File: config.mk
export PLATFORM = sky130hd
export DESIGN_NAME = top_uart_flat
export DESIGN_NICKNAME = d
export VERILOG_FILES = /design/src/rtl/top_uart_if.sv /design/src/rtl/top_uart.sv /design/src/flat_wrapper.sv
export SDC_FILE = /design/constraint.sdc
export NUM_CORES = 1
export LEC_CHECK = 0
export CAP_MARGIN = 20
export CORE_MARGIN = 2
export CORE_UTILIZATION = 46
export CTS_CLUSTER_DIAMETER = 200
export DETAILED_ROUTE_END_ITERATION = 8
export GPL_TIMING_DRIVEN = 1
export PLACE_DENSITY = 0.75
export SLEW_MARGIN = 10
export SYNTH_ARGS = -nofsm -noshare
export SYNTH_HDL_FRONTEND = slang
export SYNTH_SLANG_ARGS = --single-unit
File: constraint.sdc
create_clock -name CLK -period 3.1 [get_ports CLK]
set_clock_uncertainty 0.05 [all_clocks]
set_input_delay 0.62 -clock CLK [delete_from_list [all_inputs] [get_ports CLK]]
set_output_delay 0.62 -clock CLK [all_outputs]
set_load 0.03 [all_outputs]
File: src/rtl/top_uart_if.sv
// Byte-in / serial-out bundle for top_uart, plus a read-only view of the FSM state.
// The master drives the byte side and the slave (top_uart) drives the line side.
interface top_uart_if #(
  parameter int DATA_WIDTH = 8
);
  logic [DATA_WIDTH-1:0] P_DATA;
  logic                  DATA_VALID;
  logic                  PAR_EN;
  logic                  PAR_TYP;
  logic                  TX_OUT;
  logic                  BUSY;
  logic [2:0]            state_dbg;

  // Handshake: DATA_VALID is a one-cycle request with no ready. It is taken on a
  // rising edge only while the FSM is IDLE (BUSY low); otherwise it is dropped.
  modport master (
    output P_DATA, DATA_VALID, PAR_EN, PAR_TYP,
    input  TX_OUT, BUSY, state_dbg
  );

  modport slave (
    input  P_DATA, DATA_VALID, PAR_EN, PAR_TYP,
    output TX_OUT, BUSY, state_dbg
  );
endinterface

File: src/rtl/top_uart.sv
// UART transmitter, one bit per CLK: start, data LSB first, optional parity, stop.
// Parity support is compiled in only when UART_PARITY_EN is defined.
module top_uart #(
  parameter int DATA_WIDTH = 8
) (
  input logic      CLK,
  input logic      RST,
  top_uart_if.slave u
);

  localparam int CW = (DATA_WIDTH > 1) ? $clog2(DATA_WIDTH) : 1;
  localparam logic [CW-1:0] LAST_BIT = CW'(DATA_WIDTH - 1);

  typedef enum logic [2:0] {
    IDLE   = 3'd0,
    START  = 3'd1,
    DATA   = 3'd2,
    PARITY = 3'd3,
    STOP   = 3'd4
  } state_t;

  state_t                state_q, state_d;
  logic [CW-1:0]         cnt_q, cnt_d;
  logic [DATA_WIDTH-1:0] data_q;
  logic                  tx_q, tx_d;
  logic                  busy_q, busy_d;
  logic                  par_go;

`ifdef UART_PARITY_EN
  logic par_en_q, par_typ_q;
  logic par_bit;

  assign par_bit = (^data_q) ^ par_typ_q;
  assign par_go  = par_en_q;
`else
  wire unused_par = u.PAR_EN ^ u.PAR_TYP;

  assign par_go = 1'b0;
`endif

  // State register; TX_OUT and BUSY are registered alongside it.
  always_ff @(posedge CLK) begin
    if (RST) begin
      state_q <= IDLE;
      cnt_q   <= '0;
      tx_q    <= 1'b1;
      busy_q  <= 1'b0;
    end else begin
      state_q <= state_d;
      cnt_q   <= cnt_d;
      tx_q    <= tx_d;
      busy_q  <= busy_d;
    end
  end

  // Frame settings are captured only at the accepting edge.
  always_ff @(posedge CLK) begin
    if (RST) begin
      data_q <= '0;
`ifdef UART_PARITY_EN
      par_en_q  <= 1'b0;
      par_typ_q <= 1'b0;
`endif
    end else if (state_q == IDLE && u.DATA_VALID) begin
      data_q <= u.P_DATA;
`ifdef UART_PARITY_EN
      par_en_q  <= u.PAR_EN;
      par_typ_q <= u.PAR_TYP;
`endif
    end
  end

  always_comb begin
    state_d = state_q;
    cnt_d   = cnt_q;
    case (state_q)
      IDLE:  if (u.DATA_VALID) state_d = START;
      START: begin
        state_d = DATA;
        cnt_d   = '0;
      end
      DATA: begin
        if (cnt_q == LAST_BIT) begin
          cnt_d   = '0;
          state_d = par_go ? PARITY : STOP;
        end else begin
          cnt_d = cnt_q + 1'b1;
        end
      end
      PARITY: state_d = STOP;
      STOP:   state_d = IDLE;
      default: state_d = IDLE;
    endcase
  end

  // Output values are decoded from the next state so they land with it.
  always_comb begin
    tx_d   = 1'b1;
    busy_d = 1'b1;
    case (state_d)
      IDLE:  busy_d = 1'b0;
      START: tx_d   = 1'b0;
      DATA:  tx_d   = data_q[cnt_d];
`ifdef UART_PARITY_EN
      PARITY: tx_d  = par_bit;
`endif
      STOP:  tx_d   = 1'b1;
      default: begin
        tx_d   = 1'b1;
        busy_d = 1'b0;
      end
    endcase
  end

  assign u.TX_OUT    = tx_q;
  assign u.BUSY      = busy_q;
  assign u.state_dbg = state_q;

endmodule

File: src/flat_wrapper.sv
// flat-port wrapper written by rule: the top's interface ports become plain ports
module top_uart_flat 
#(
  parameter int DATA_WIDTH = 8
)
  (CLK, RST, u_P_DATA, u_DATA_VALID, u_PAR_EN, u_PAR_TYP, u_TX_OUT, u_BUSY, u_state_dbg);
  top_uart_if #(.DATA_WIDTH(DATA_WIDTH)) u_i ();
  input logic CLK;
  input logic RST;
  input wire logic [$bits(u_i.P_DATA)-1:0] u_P_DATA;
  input wire logic [$bits(u_i.DATA_VALID)-1:0] u_DATA_VALID;
  input wire logic [$bits(u_i.PAR_EN)-1:0] u_PAR_EN;
  input wire logic [$bits(u_i.PAR_TYP)-1:0] u_PAR_TYP;
  output wire logic [$bits(u_i.TX_OUT)-1:0] u_TX_OUT;
  output wire logic [$bits(u_i.BUSY)-1:0] u_BUSY;
  output wire logic [$bits(u_i.state_dbg)-1:0] u_state_dbg;
  assign u_i.P_DATA = u_P_DATA;
  assign u_i.DATA_VALID = u_DATA_VALID;
  assign u_i.PAR_EN = u_PAR_EN;
  assign u_i.PAR_TYP = u_PAR_TYP;
  assign u_TX_OUT = u_i.TX_OUT;
  assign u_BUSY = u_i.BUSY;
  assign u_state_dbg = u_i.state_dbg;
  top_uart #(.DATA_WIDTH(DATA_WIDTH)) u_core (.CLK(CLK), .RST(RST), .u(u_i));
endmodule
==> After elaboration in Yosys (flattened, before gate mapping) <==
Index checks and enable logic that the tools add are counted.
W data, S select, Z words.
{ "word_totals": {"ff_bits": 16, "inputBits": 13, "out_inout_bits": 5, "word_cells": 26} }
{ "classes": {"add_sub_neg": 1, "magnitude_cmp": 1, "n_eq_ne": 7, "muxes": 9, "n_reduce_logical": 3} }
{ "op_table": {"columns": ["operator", "n"], "rows": [
  ["$pmux W3 S4", 1],
  ["$eq A3 B2 Y1 const B", 3],
  ["$mux W3", 3],
  ["$eq A3 B1 Y1 const B", 2],
  ["$eq A3 B3 Y1 const B", 2],
  ["$pmux W3 S2", 1],
  ["$lt A3 B4 Y1 const B", 1],
  ["$add A3 B1 Y3 const B", 1],
  ["$bmux W1 S3", 1],
  ["$logic_not A3 Y1", 1],
  ["$reduce_or A3 Y1", 1],
  ["$mux W1", 2],
  ["$pmux W1 S2", 1],
  ["$logic_and A1 B1 Y1", 1]
]} }

==> Logic depth before layout (Yosys ltp) <==
Gate-level depths: netlist of the first run.
{ "logic_depth": {"depth_word": 6, "depth_mapped": 8, "mapped_depth_nobuf": 8} }

==> Worst setup path before layout of the first run <==
No wires, ideal clock.
{ "synth_timing": {"kind": "reg2reg", "startpoint": "register u_core.state_q[1], in the netlist u_core.u.state_dbg[1]", "endpoint": "register u_core.tx_q, in the netlist u_core.u.TX_OUT", "setup_time_ns": 0.074, "arrival_ns": 2.138, "t_required_ns": 2.976, "setup_slack_ns": 0.838, "path_stages_with_launch": 8, "path_buffers": 1, "period_less_slack_ns": 2.262, "path_cell_list": "dfxtp_1 > buf_2 > nor4bb_1 > a211oi_4 > mux2i_1 > and3_1 > or4_1 > a31oi_1"} }
{ "synth_via": {"elab_chain_cells": 5, "elab_cells_between_ends": 13, "cone_classes": "5 x eq/ne; 7 x mux; 1 x reduce/logical"} }
{ "synth_lines": {"columns": ["element", "line_no", "text"], "rows": [
  ["start, declared", "top_uart.sv:22", "state_t state_q, state_d;"],
  ["start signal, assigned", "top_uart.sv:49", "state_q <= state_d;"],
  ["$eq A3 B2 Y1 or $eq A3 B1 Y1 (tied branches)", "top_uart.sv:76", "case (state_q)"],
  ["$pmux W3 S2", "top_uart.sv:76", null],
  ["$bmux W1 S3", "top_uart.sv:103", "DATA: tx_d = data_q[cnt_d];"],
  ["$mux W1 (implied by the code)", "top_uart.sv:103", null],
  ["$pmux W1 S2 *", "top_uart.sv:100", "case (state_d)"],
  ["end signal, assigned", "top_uart.sv:51", "tx_q <= tx_d;"],
  ["end, declared", "top_uart.sv:25", "logic tx_q, tx_d;"]
]} }
Mark *: on every way between the ends. The rest lies on a longest branch, timed or not. The select of a mux whose other input is x is not followed.
A chain may end at the register's enable or synchronous reset.

==> Final worst setup path of the first run <==
{ "layout_timing": {"startpoint": "register u_core.cnt_q[0]", "endpoint": "register u_core.tx_q, in the netlist u_core.u.TX_OUT"} }
{ "layout_via": {"elab_chain_cells": 6, "elab_cells_between_ends": 11, "cone_classes": "1 x add/sub; 3 x eq/ne; 7 x mux"} }
{ "layout_lines": {"columns": ["element", "line_no", "text"], "rows": [
  ["start, declared", "top_uart.sv:23", "logic [CW-1:0] cnt_q, cnt_d;"],
  ["start signal, assigned", "top_uart.sv:50", "cnt_q <= cnt_d;"],
  ["$add A3 B1 Y3 or $eq A3 B3 Y1 (tied branches)", "top_uart.sv:87, top_uart.sv:83", null],
  ["$mux W3", "top_uart.sv:83", "if (cnt_q == LAST_BIT) begin"],
  ["$pmux W3 S2", "top_uart.sv:76", null],
  ["$bmux W1 S3", "top_uart.sv:103", null],
  ["$mux W1 (implied by the code)", "top_uart.sv:103", null],
  ["$pmux W1 S2 *", "top_uart.sv:100", null]
]} }
Marks and branches as above.

==> results of run 1 <==
## layout by cell type (no fill, tap or decap), drive strengths merged, types with 2 or more instances in the layout
cell / netlist / layout
clkdlybuf4s50: 0 / 15
o21ai: 2 / 2
nor4b: 2 / 2
dfxtp: 16 / 16
ha: 2 / 2
mux2: 2 / 2
clkbuf: 2 / 3
a21oi: 11 / 11
nand2: 19 / 19
a21boi: 2 / 2
nor3b: 3 / 3
nor2: 6 / 6
## metal layers
metal,vias up,global-route usage
met5,-,0
met2,17,0.2588
met4,0,0.09091
met3,2,0.03673
met1,285,0.2061
li1,326,-
## through the flow
step	instance area, um2	setup WS (ns)	hold slack, ns	util
after floorplan	740.7	0.8379	0.3822	-
after global placement	883.3	0.7434	0.3904	0.5864
after detailed placement	883.3	0.7204	0.3964	0.5864
after CTS	905.9	0.6888	0.4087	0.6013
after global routing	905.9	0.4972	0.4323	0.6013
final	905.9	0.7004	0.4066	0.6013
## power by group
group | leakage [nW] | internal, W | switching (W)
Sequential | 0.131 | 0.000219 | 0.0000106
Combinational | 0.213 | 0.0000393 | 0.0000383
Clock | 0.0138 | 0.0000450 | 0.0000586
## final cells by class
cell class / count / area [um2]
clock buffer: 3 / 22.52
inverter: 1 / 3.754
timing repair buffer: 16 / 157.7
fill: 148 / 600.6
sequential: 16 / 320.3
multi-input combinational: 63 / 381.6
tap: 16 / 20.02
## state kept, by name, indices dropped and copies added, names as in the netlist
name / cells
u_core.data_q: 8
u_core.cnt_q: 3
u_core.u.state_dbg: 3
u_core.u.BUSY: 1
u_core.u.TX_OUT: 1
## synth_stat cells (all sizes together)
cell type   n
nor3b       3
or4b        1
ha          2
mux2        2
nor4b       2
o21ai       2
a21oi      11
or4         1
inv         1
buf         3
a2111oi     1
nor2b       1
nor4        1
and2b       1
dfxtp      16
mux2i       1
a31oi       1
a21o        1
nor2        6
nand2      19
nand2b      1
a211oi      1
and3        1
nor4bb      1
clkbuf      2
a21boi      2
nand3b      1
## critical path: stages (launching register included)
cell       delay (ns)
dfxtp_1          0.34
ha_1             0.20
ha_1             0.19
nor4b_1          0.30
a21oi_1          0.07
o21ai_0          0.37
a2111oi_0        0.14
or4_1            0.49
a31oi_1          0.17
## worst max-delay path by stage
stage,from,to,slack (ns)
floorplan,u_core.u.state_dbg[1],u_core.u.TX_OUT,0.84
global placement,u_core.cnt_q[0],u_core.u.TX_OUT,0.74
detailed placement,u_core.cnt_q[1],u_core.u.TX_OUT,0.72
CTS,u_core.cnt_q[1],u_core.u.TX_OUT,0.69
global route,u_core.cnt_q[0],u_core.u.TX_OUT,0.50
finish,u_core.cnt_q[0],u_core.u.TX_OUT,0.70
## kinds of logic after synthesis
group / synth area share
fa+ha+maj: 0.03378
compound gates: 0.1655
buf+inv: 0.05236
simple gates: 0.2720
flops: 0.4324
mux: 0.04392
==> results.rst, run 1 <==
.. list-table::
   :header-rows: 1

   * - Metric
     - Value
   * - Achievable Freq
     - 0.4167 GHz
   * - Gr usage total
     - 0.1638
   * - CTS tree
     - built
   * - Post-layout instance count excluding filler cells
     - 115
   * - Routed met1 length
     - 615 um
   * - Worst reg2reg path depth
     - 8
   * - Area fraction of the dominant cell type after synthesis
     - 0.4324
   * - Synthesized Nets
     - 100
   * - Slew of the pin with the lowest slew margin
     - about 0.52 ns
   * - Weighted congestion reported at the end of routability-driven placement
     - 0.7334
   * - Number of CTS-inserted buffers
     - 3
   * - Fraction of layout instances using a drive strength above 1
     - 0.07071
   * - Global-route wire length before repair
     - 2346 um
   * - Endpoint of the worst hold path
     - u_core.data_q[5]
   * - Post-layout total power
     - 0.0004108 W
   * - Diodes inserted
     - 0
   * - Required arrival time at the worst endpoint
     - 3.26 ns
   * - DR DRC count
     - 0
   * - CP arrival
     - 2.56 ns
   * - Setup repair after global routing missed its margin
     - no
   * - Synthesis-to-layout area growth
     - 22.30%
   * - Number of buffers on the longest clock path
     - 2
   * - Number of vias after detailed routing
     - 630
   * - Top layer in use
     - met4
   * - Time the worst path needs with I/O delays and setup
     - 2.400 ns
   * - HPWL Detailed
     - 977.5 um
   * - Number of distinct library cells after synthesis
     - 29
   * - Floorplan core area
     - 0.001506 mm2
   * - Depth of the CTS H-tree
     - 1
   * - Synth Register Bits
     - 16
   * - CP Max Fanout
     - 5
   * - Post-route antenna net violation count
     - 0
   * - Mapped cell area
     - roughly 740 um2
   * - Height of the chip
     - 44.13 um
   * - Hold-fix buffers at CTS
     - 0
   * - Number of buffers inserted by post-CTS setup repair
     - 0
   * - Area of the die
     - between 0.0015 and 0.002 mm2
   * - Final worst path period share
     - 0.7741
   * - Hold path start
     - u_core.data_q[5]
   * - Vias/cell
     - 5.478
   * - Maximum resistive drop on vdd
     - around 0.00022 V
   * - Cells after synthesis
     - 85
   * - Number of core rows
     - 14
   * - Port Buf Inserts
     - 15
   * - Synth Warn #
     - 0
   * - Post-synth top area cell
     - dfxtp_1
   * - Ports
     - 18
   * - Min-Delay Path Class
     - flip-flop to flip-flop
   * - Setup Viol. Count Final
     - 0
   * - Detail Route met3 WL
     - 59 um
   * - Sink Count
     - 16
   * - CTS-repair resized insts
     - 0
   * - Cell count after placement
     - 112
   * - Sum of met2 wire segment lengths after detailed routing
     - 644 um
   * - Register area share after synthesis
     - 0.4324
   * - Clk slew on worst S/H paths
     - about 0.08 ns
   * - Syn_area_per_cell
     - 8.714 um2
   * - Endpoints failing hold
     - 0
   * - Outcome
     - finished, final reports clean
   * - Starting Density
     - 0.4917
   * - Root Buffer
     - clkbuf_4
   * - Total negative setup slack
     - 0 ns
   * - Horizontal die dimension
     - 44.13 um
   * - Crit path launch type
     - flip-flop
   * - Iteration count of the initial detailed-routing pass
     - 4
   * - Pins Over Slew Limit
     - 0
   * - Total gr overflow
     - 0
   * - Number of global-route vias before repair
     - 566
   * - Endpoint of the lowest-slack register-to-register path
     - u_core.u.TX_OUT
   * - Pin count of the biggest net entering global routing
     - 15
   * - Later-pin clock latency in the skew report
     - 0.28 ns
   * - Relative slew slack
     - 0.6502
   * - Initial antenna violation count
     - 0
   * - Top post-synthesis cells by area
     - dfxtp_1, nand2_1, a21oi_1
   * - Leakage
     - between 0.3 and 0.4 nW
   * - Total power divided by cell area
     - 453.4 mW/mm2
   * - # nets final
     - 116
   * - Worst setup EP type
     - flip-flop
   * - Setup Crit Path Kind
     - flip-flop to flip-flop
   * - Routed wire length per instance
     - 11.59 um
   * - Number of max-cap violations
     - 0
   * - Hold depth
     - 2
   * - Iteration-0 DRC Markers
     - 4
   * - Routed WL
     - around 1300 um
   * - Startpoint of the most critical register-to-register path
     - u_core.cnt_q[0]
   * - Worst setup slack for register-to-register paths
     - 0.70 ns
Note: power is estimated with default switching activity, not from simulation.
==> inputs of run 2 (changes only) <==
CORE_UTILIZATION = 42   (was 46)
PLACE_DENSITY = 0.72   (was 0.75)
clock period = 2.2 ns   (was 3.1 ns; I/O delays follow)
==> run 2 against run 1 <==
Net effect:
- critical path depth unchanged
- design area up 18%
- via count up 8.1%
- combinational power up 80%
- die area up 8.7%
- final cell count up 11%
- sequential share of layout area down 5.1 points
- count of clock-buffer cells in the layout up 1
- flip-flop and latch count unchanged
- power up 60%
==> results.rst, run 2 (same netlist as run 1, synthesis figures left out) <==
.. list-table::
   :header-rows: 1

   * - Metric
     - Value
   * - Number of core rows
     - 15 (+1)
   * - Maximum resistive drop on vdd
     - 0.0004171 V (+89%)
   * - Worst reg2reg path depth
     - 8 (unchanged)
   * - Post-route antenna net violation count
     - 0 (unchanged)
   * - Worst setup margin
     - 0.03836 ns (-0.6620 ns)
   * - Later-pin clock latency in the skew report
     - 0.29 ns (about the same)
   * - Fraction of layout instances using a drive strength above 1
     - 0.2703 (+0.1996)
   * - Hold depth
     - 2 (unchanged)
   * - Relative slew slack
     - 0.7662 (+0.1159)
   * - Floorplan core area
     - 0.001689 mm2 (+12%)
   * - Horizontal die dimension
     - 46.00 um (+4.2%)
   * - Leakage
     - 0.4305 nW (+20%)
   * - Crit path launch type
     - flip-flop
   * - Routed wire length per instance
     - 13.13 um (+13%)
   * - Depth of the CTS H-tree
     - 1 (unchanged)
   * - Total gr overflow
     - 0 (unchanged)
   * - CP arrival
     - 2.33 ns (-0.23 ns)
   * - Min-Delay Path Class
     - flip-flop to flip-flop
   * - Sink Count
     - 16 (unchanged)
   * - # nets final
     - 127 (+9.5%)
   * - Pins Over Slew Limit
     - 0 (unchanged)
   * - Routed WL
     - 1680 um (+26%)
   * - Total power divided by cell area
     - 613.5 mW/mm2 (+35%)
   * - Starting Density
     - 0.4385 (-0.05318)
   * - Cell count after placement
     - 120 (+7.1%)
   * - Setup Crit Path Kind
     - flip-flop to flip-flop
   * - Iteration-0 DRC Markers
     - 6 (+2)
   * - Number of CTS-inserted buffers
     - 3 (unchanged)
   * - Final worst path period share
     - 0.9826 (+0.2085)
   * - Synthesis-to-layout area growth
     - 44.76%
   * - Fillcell total
     - 136 (-8.1%)
   * - Hold path start
     - u_core.data_q[5]
   * - Startpoint of the most critical register-to-register path
     - u_core.cnt_q[0]
   * - Gr usage total
     - 0.1788 (+0.01497)
   * - Hold-fix buffers at CTS
     - 0 (unchanged)
   * - Clk slew on worst S/H paths
     - 0.10 ns (+0.02 ns)
   * - Reg with most FFs
     - u_core.data_q
   * - Area of the die
     - 0.002116 mm2 (+8.7%)
   * - Endpoint of the lowest-slack register-to-register path
     - u_core.u.TX_OUT
   * - Achievable Freq
     - 0.4626 GHz (+11%)
   * - Port Buf Inserts
     - 15 (unchanged)
   * - Worst setup EP type
     - flip-flop
   * - Time the worst path needs with I/O delays and setup
     - 2.162 ns (-0.2380 ns)
   * - Initial antenna violation count
     - 0 (unchanged)
   * - CTS tree
     - built
   * - Weighted congestion reported at the end of routability-driven placement
     - 0.8290 (+13%)
   * - Slew of the pin with the lowest slew margin
     - 0.3497 ns (-0.1734 ns)
   * - Iteration count of the initial detailed-routing pass
     - 4 (unchanged)
   * - Worst setup slack for register-to-register paths
     - 0.04 ns (-0.66 ns)
   * - Commonest cells after routing, fill and taps aside
     - nand2_1, clkdlybuf4s50_1, dfxtp_1
   * - Cell type of the slowest stage on the worst timing path
     - or4_1
   * - Root Buffer
     - clkbuf_4
   * - Vias/cell
     - 5.320 (-2.9%)
   * - Utilization of the core after routing
     - 0.6348 (+0.03349)
   * - Post-layout instance count excluding filler cells
     - 128 (+11%)
   * - Required arrival time at the worst endpoint
     - 2.37 ns (-0.89 ns)
   * - HPWL Detailed
     - 1164 um (+19%)
   * - Pin count of the biggest net entering global routing
     - 10 (-5)
   * - CP Max Fanout
     - 3 (-2)
   * - Number of vias after detailed routing
     - 681 (+8.1%)
   * - Global-route wire length before repair
     - 2649 um (+13%)
   * - Endpoints failing hold
     - 0 (unchanged)
   * - Number of global-route vias before repair
     - 596 (+5.3%)
   * - Post-Route Hold Slack
     - 0.4063 ns (-0.0003670 ns)
   * - Endpoint of the worst hold path
     - u_core.data_q[5]
   * - DR DRC count
     - 0 (unchanged)
   * - Height of the chip
     - 46.00 um (+4.2%)
   * - Outcome
     - finished, final reports clean
   * - Slowest stage delay, CP
     - 0.53 ns (+0.04 ns)
   * - Setup Viol. Count Final
     - 0 (unchanged)
   * - Ports
     - 18 (unchanged)
   * - Number of max-cap violations
     - 0 (unchanged)
   * - Worst setup timing slack at the placement stage
     - -0.09832 ns (-0.8187 ns)
   * - Largest register FFs
     - 8 (unchanged)
   * - Critical-path cell list
     - ha_4 -> nor4bb_4 -> a211oi_4 -> buf_4 -> mux2_1 -> nor3b_1 -> or4_1 -> a31oi_1
   * - Most common cell after layout, fill and taps aside
     - nand2_1
   * - Post-layout total power
     - 0.0006578 W (+60%)
   * - Diodes inserted
     - 0 (unchanged)
   * - Number of buffers on the longest clock path
     - 2 (unchanged)
==> run 2: cell types whose count changed in the layout (fill, tap and decap cells not counted), sizes merged <==
cell / change
clkbuf: +1
buf: +11
==> run 2: power breakdown <==
part	internal (W)	switching, W	leakage, nW
clock	0.000101	0.0000941	0.0210
combinational	0.0000731	0.0000665	0.277
sequential	0.000309	0.0000141	0.133
total	0.000483	0.000175	0.430
==> run 2: metrics by stage <==
stage	area [um2]	TNS [ns]
floorplan	747.0	0
global placement	943.4	-0.03544
detailed placement	943.4	-0.09832
CTS	998.5	0
global route	1072	-0.04804
finish	1072	0
==> run 2: timing repair <==
item / CTS / global route
endpoints found under the hold margin: 0 / 0
resized for setup: 4 / 10
endpoints found under the setup margin: 1 / 1
gates cloned: 0 / 0
pin swaps: 0 / 6
buffers inserted: 0 / 4
==> run 2: metal layers <==
layer  vias to the layer above  GRT usage  part of all wire
met5                         -          0                 0
met4                         0    0.09714            0.0071
met3                         2    0.05159             0.049
met2                        25     0.2861              0.51
met1                       307     0.2126              0.43
li1                        347          -                 -
==> run 2: worst max path at each step <==
stage	startpoint	end	slack, ns	depth (start not counted)
5_1_grt	u_core.cnt_q[0]	u_core.u.TX_OUT	-0.05	8
3_5_place_dp	u_core.cnt_q[0]	u_core.u.TX_OUT	-0.1	8
6_report	u_core.cnt_q[0]	u_core.u.TX_OUT	0.04	8
3_3_place_gp	u_core.cnt_q[0]	u_core.u.TX_OUT	-0.04	8
4_1_cts	u_core.cnt_q[0]	u_core.u.TX_OUT	0.01	7
2_1_floorplan	u_core.u.state_dbg[1]	u_core.u.TX_OUT	0.03	7
==> run 2: cell type report <==
type	count	area, um2	area share
Multi-Input combinational cell	63	446.7	0.4166
Sequential cell	16	324.1	0.3022
Timing Repair Buffer	27	240.2	0.2240
Tap cell	17	21.27	0.01984
Clock buffer	4	36.28	0.03384
Inverter	1	3.754	0.003501
==> run 2: critical path, delay by kind of cell (launching register included) <==
family	cells	cell delay [ns]
compound gates	2	0.42
mux	1	0.14
simple gates	3	0.74
fa+ha+maj	1	0.23
buf+inv	1	0.16
flops	1	0.35
==> inputs of run 3 (changes only) <==
CORE_UTILIZATION = 40   (was 42)
GPL_ROUTABILITY_DRIVEN = 1   (was unset)
PLACE_DENSITY = 0.69   (was 0.72)
==> run 3 against run 2 <==
Net effect:
- global-route usage is 0.38 points higher
- hold slack improved by 0.00081 ns
- via count is 2.3% lower
- final cell count grew 3.1%
- routed wire length is 5.4% lower
- power is 7.8% lower
- critical endpoint unchanged
- design area decreased by 4.2%
- first-iteration DRC count decreased by 17%
==> results.rst, run 3 (same netlist as run 1, synthesis figures left out) <==
.. list-table::
   :header-rows: 1

   * - Metric
     - Value
   * - Depth of the CTS H-tree
     - 1 (unchanged)
   * - Pins Over Slew Limit
     - 0 (unchanged)
   * - Total gr overflow
     - 0 (unchanged)
   * - Pin count of the biggest net entering global routing
     - 10 (unchanged)
   * - Initial antenna violation count
     - 0 (unchanged)
   * - Area of the die
     - 0.002212 mm2 (+4.6%)
   * - Worst reg2reg path depth
     - 7 (-1)
   * - Sink Count
     - 16 (unchanged)
   * - Iteration count of the initial detailed-routing pass
     - 2 (-2)
   * - Final instance area
     - 0.001027 mm2 (-4.2%)
   * - Number of buffers on the longest clock path
     - 2 (unchanged)
   * - Later-pin clock latency in the skew report
     - 0.29 ns (about the same)
   * - Hold depth
     - 2 (unchanged)
   * - Area after detailed placement
     - 945.9 um2 (+0.27%)
   * - Crit path launch type
     - flip-flop
   * - CP arrival
     - 2.27 ns (-0.06 ns)
   * - Floorplan core area
     - 0.001727 mm2 (+2.2%)
   * - Vias/cell
     - 5.038 (-5.3%)
   * - Fraction of layout instances using a drive strength above 1
     - 0.2243 (-0.04597)
   * - Port Buf Inserts
     - 15 (unchanged)
   * - Height of the chip
     - 47.03 um (+2.3%)
   * - Min-Delay Path Class
     - flip-flop to flip-flop
   * - Setup Viol. Count Final
     - 0 (unchanged)
   * - DR DRC count
     - 0 (unchanged)
   * - Worst setup margin
     - 0.09364 ns (+0.05528 ns)
   * - Total negative setup slack
     - 0 ns (unchanged)
   * - Endpoints failing hold
     - 0 (unchanged)
   * - Worst setup timing slack at the placement stage
     - -0.2080 ns (-0.1096 ns)
   * - Synthesis-to-layout area growth
     - 38.68%
   * - Starting Density
     - 0.4290 (-0.009533)
   * - Weighted congestion reported at the end of routability-driven placement
     - 0.7802 (-5.9%)
   * - Global-route wire length before repair
     - 2849 um (+7.6%)
   * - HPWL Detailed
     - 1164 um (about the same)
   * - Diodes inserted
     - 0 (unchanged)
   * - Startpoint of the most critical register-to-register path
     - u_core.cnt_q[1]
   * - Number of core rows
     - 15 (unchanged)
   * - Final worst path period share
     - 0.9574 (-0.02513)
   * - Most common cell after layout, fill and taps aside
     - nand2_1
   * - Reg with most FFs
     - u_core.data_q
   * - Total power divided by cell area
     - 590.3 mW/mm2 (-3.8%)
   * - Post-layout total power
     - 0.0006064 W (-7.8%)
   * - Worst setup EP type
     - flip-flop
   * - Required arrival time at the worst endpoint
     - 2.36 ns (about the same)
   * - Horizontal die dimension
     - 47.03 um (+2.3%)
   * - Time the worst path needs with I/O delays and setup
     - 2.106 ns (-0.05528 ns)
   * - Iteration-0 DRC Markers
     - 5 (-1)
   * - Endpoint of the lowest-slack register-to-register path
     - u_core.u.TX_OUT
   * - Relative slew slack
     - 0.7388 (-0.02732)
   * - Endpoint of the worst hold path
     - u_core.data_q[6]
   * - Root Buffer
     - clkbuf_4
   * - Clk slew on worst S/H paths
     - 0.10 ns (about the same)
   * - CTS tree
     - built
   * - Number of CTS-inserted buffers
     - 3 (unchanged)
   * - Worst setup slack for register-to-register paths
     - 0.09 ns (+0.06 ns)
   * - Post-route antenna net violation count
     - 0 (unchanged)
   * - Leakage
     - 0.4087 nW (-5.1%)
   * - Number of max-cap violations
     - 0 (unchanged)
   * - Maximum resistive drop on vdd
     - 0.0003698 V (-11%)
   * - # nets final
     - 124 (-2.4%)
   * - Number of vias after detailed routing
     - 665 (-2.3%)
   * - Gr usage total
     - 0.1826 (+0.003806)
   * - Commonest cells after routing, fill and taps aside
     - nand2_1, clkdlybuf4s50_1, dfxtp_1
   * - Hold-fix buffers at CTS
     - 0 (unchanged)
   * - Number of global-route vias before repair
     - 664 (+11%)
   * - Largest register FFs
     - 8 (unchanged)
   * - Setup Crit Path Kind
     - flip-flop to flip-flop
   * - Hold path start
     - u_core.data_q[6]
   * - Routed wire length per instance
     - 12.04 um (-8.3%)
   * - CP Max Fanout
     - 6 (+3)
   * - Slew of the pin with the lowest slew margin
     - 0.3909 ns (+0.04122 ns)
   * - Outcome
     - finished, final reports clean
   * - Achievable Freq
     - 0.4748 GHz (+2.6%)
   * - Ports
     - 18 (unchanged)
   * - Setup repair after global routing missed its margin
     - yes
   * - Routed WL
     - 1589 um (-5.4%)
==> run 3: through the flow <==
stage / cells / utilization / hold slack (ns)
2_1_floorplan: 85 / - / 0.3822
3_3_place_gp: 127 / 0.5478 / 0.3918
3_5_place_dp: 127 / 0.5478 / 0.3953
4_1_cts: 131 / 0.5725 / 0.4085
5_1_grt: 132 / 0.5949 / 0.4278
6_report: 132 / 0.5949 / 0.4071
==> run 3: what timing repair did <==
| action | 4_1_cts | 5_1_grt |
|---|---|---|
| endpoints found under the hold margin | 0 | 0 |
| endpoints found under the setup margin | 1 | 1 |
| setup buffers | 1 | 1 |
| pin swaps | 4 | 8 |
| resized for setup | 5 | 6 |
==> run 3: worst max-delay path by stage <==
stage	startpoint	endpoint	cells after the start
finish	u_core.cnt_q[1]	u_core.u.TX_OUT	7
global route	u_core.cnt_q[1]	u_core.u.TX_OUT	7
CTS	u_core.cnt_q[0]	u_core.u.TX_OUT	7
detailed placement	u_core.cnt_q[1]	u_core.u.TX_OUT	8
global placement	u_core.cnt_q[1]	u_core.u.TX_OUT	8
floorplan	u_core.u.state_dbg[1]	u_core.u.TX_OUT	7
==> run 3: area by class of cell <==
cell class / instances / area [um2]
fill: 175 / 699.4
multi-input combinational: 63 / 427.9
sequential: 16 / 324.1
timing repair buffer: 24 / 217.7
tap: 25 / 31.28
clock buffer: 3 / 22.52
inverter: 1 / 3.754
==> run 3: where the power goes <==
group | switching (W) | internal, W | leakage (nW) | total [W]
sequential | 0.0000126 | 0.000309 | 0.133 | 0.000322
clock | 0.0000911 | 0.0000636 | 0.0138 | 0.000155
combinational | 0.0000629 | 0.0000673 | 0.262 | 0.000130
total | 0.000167 | 0.000440 | 0.409 | 0.000606
==> run 3: layer usage <==
layer	global-route usage	wire (um)	up-vias
met2	0.3151	832	10
met1	0.2262	703	314
met5	0	0	-
met3	0.02308	34	2
met4	0.08333	19	0
li1	-	-	339
==> run 3: critical path, cell delays in order, from the launching register on <==
cell and delay (ns):
dfxtp_2 0.34, ha_4 0.22, nor4bb_4 0.15, a211oi_4 0.32, mux2i_1 0.12, and3_1 0.15, or4_1 0.51, a31oi_1 0.17
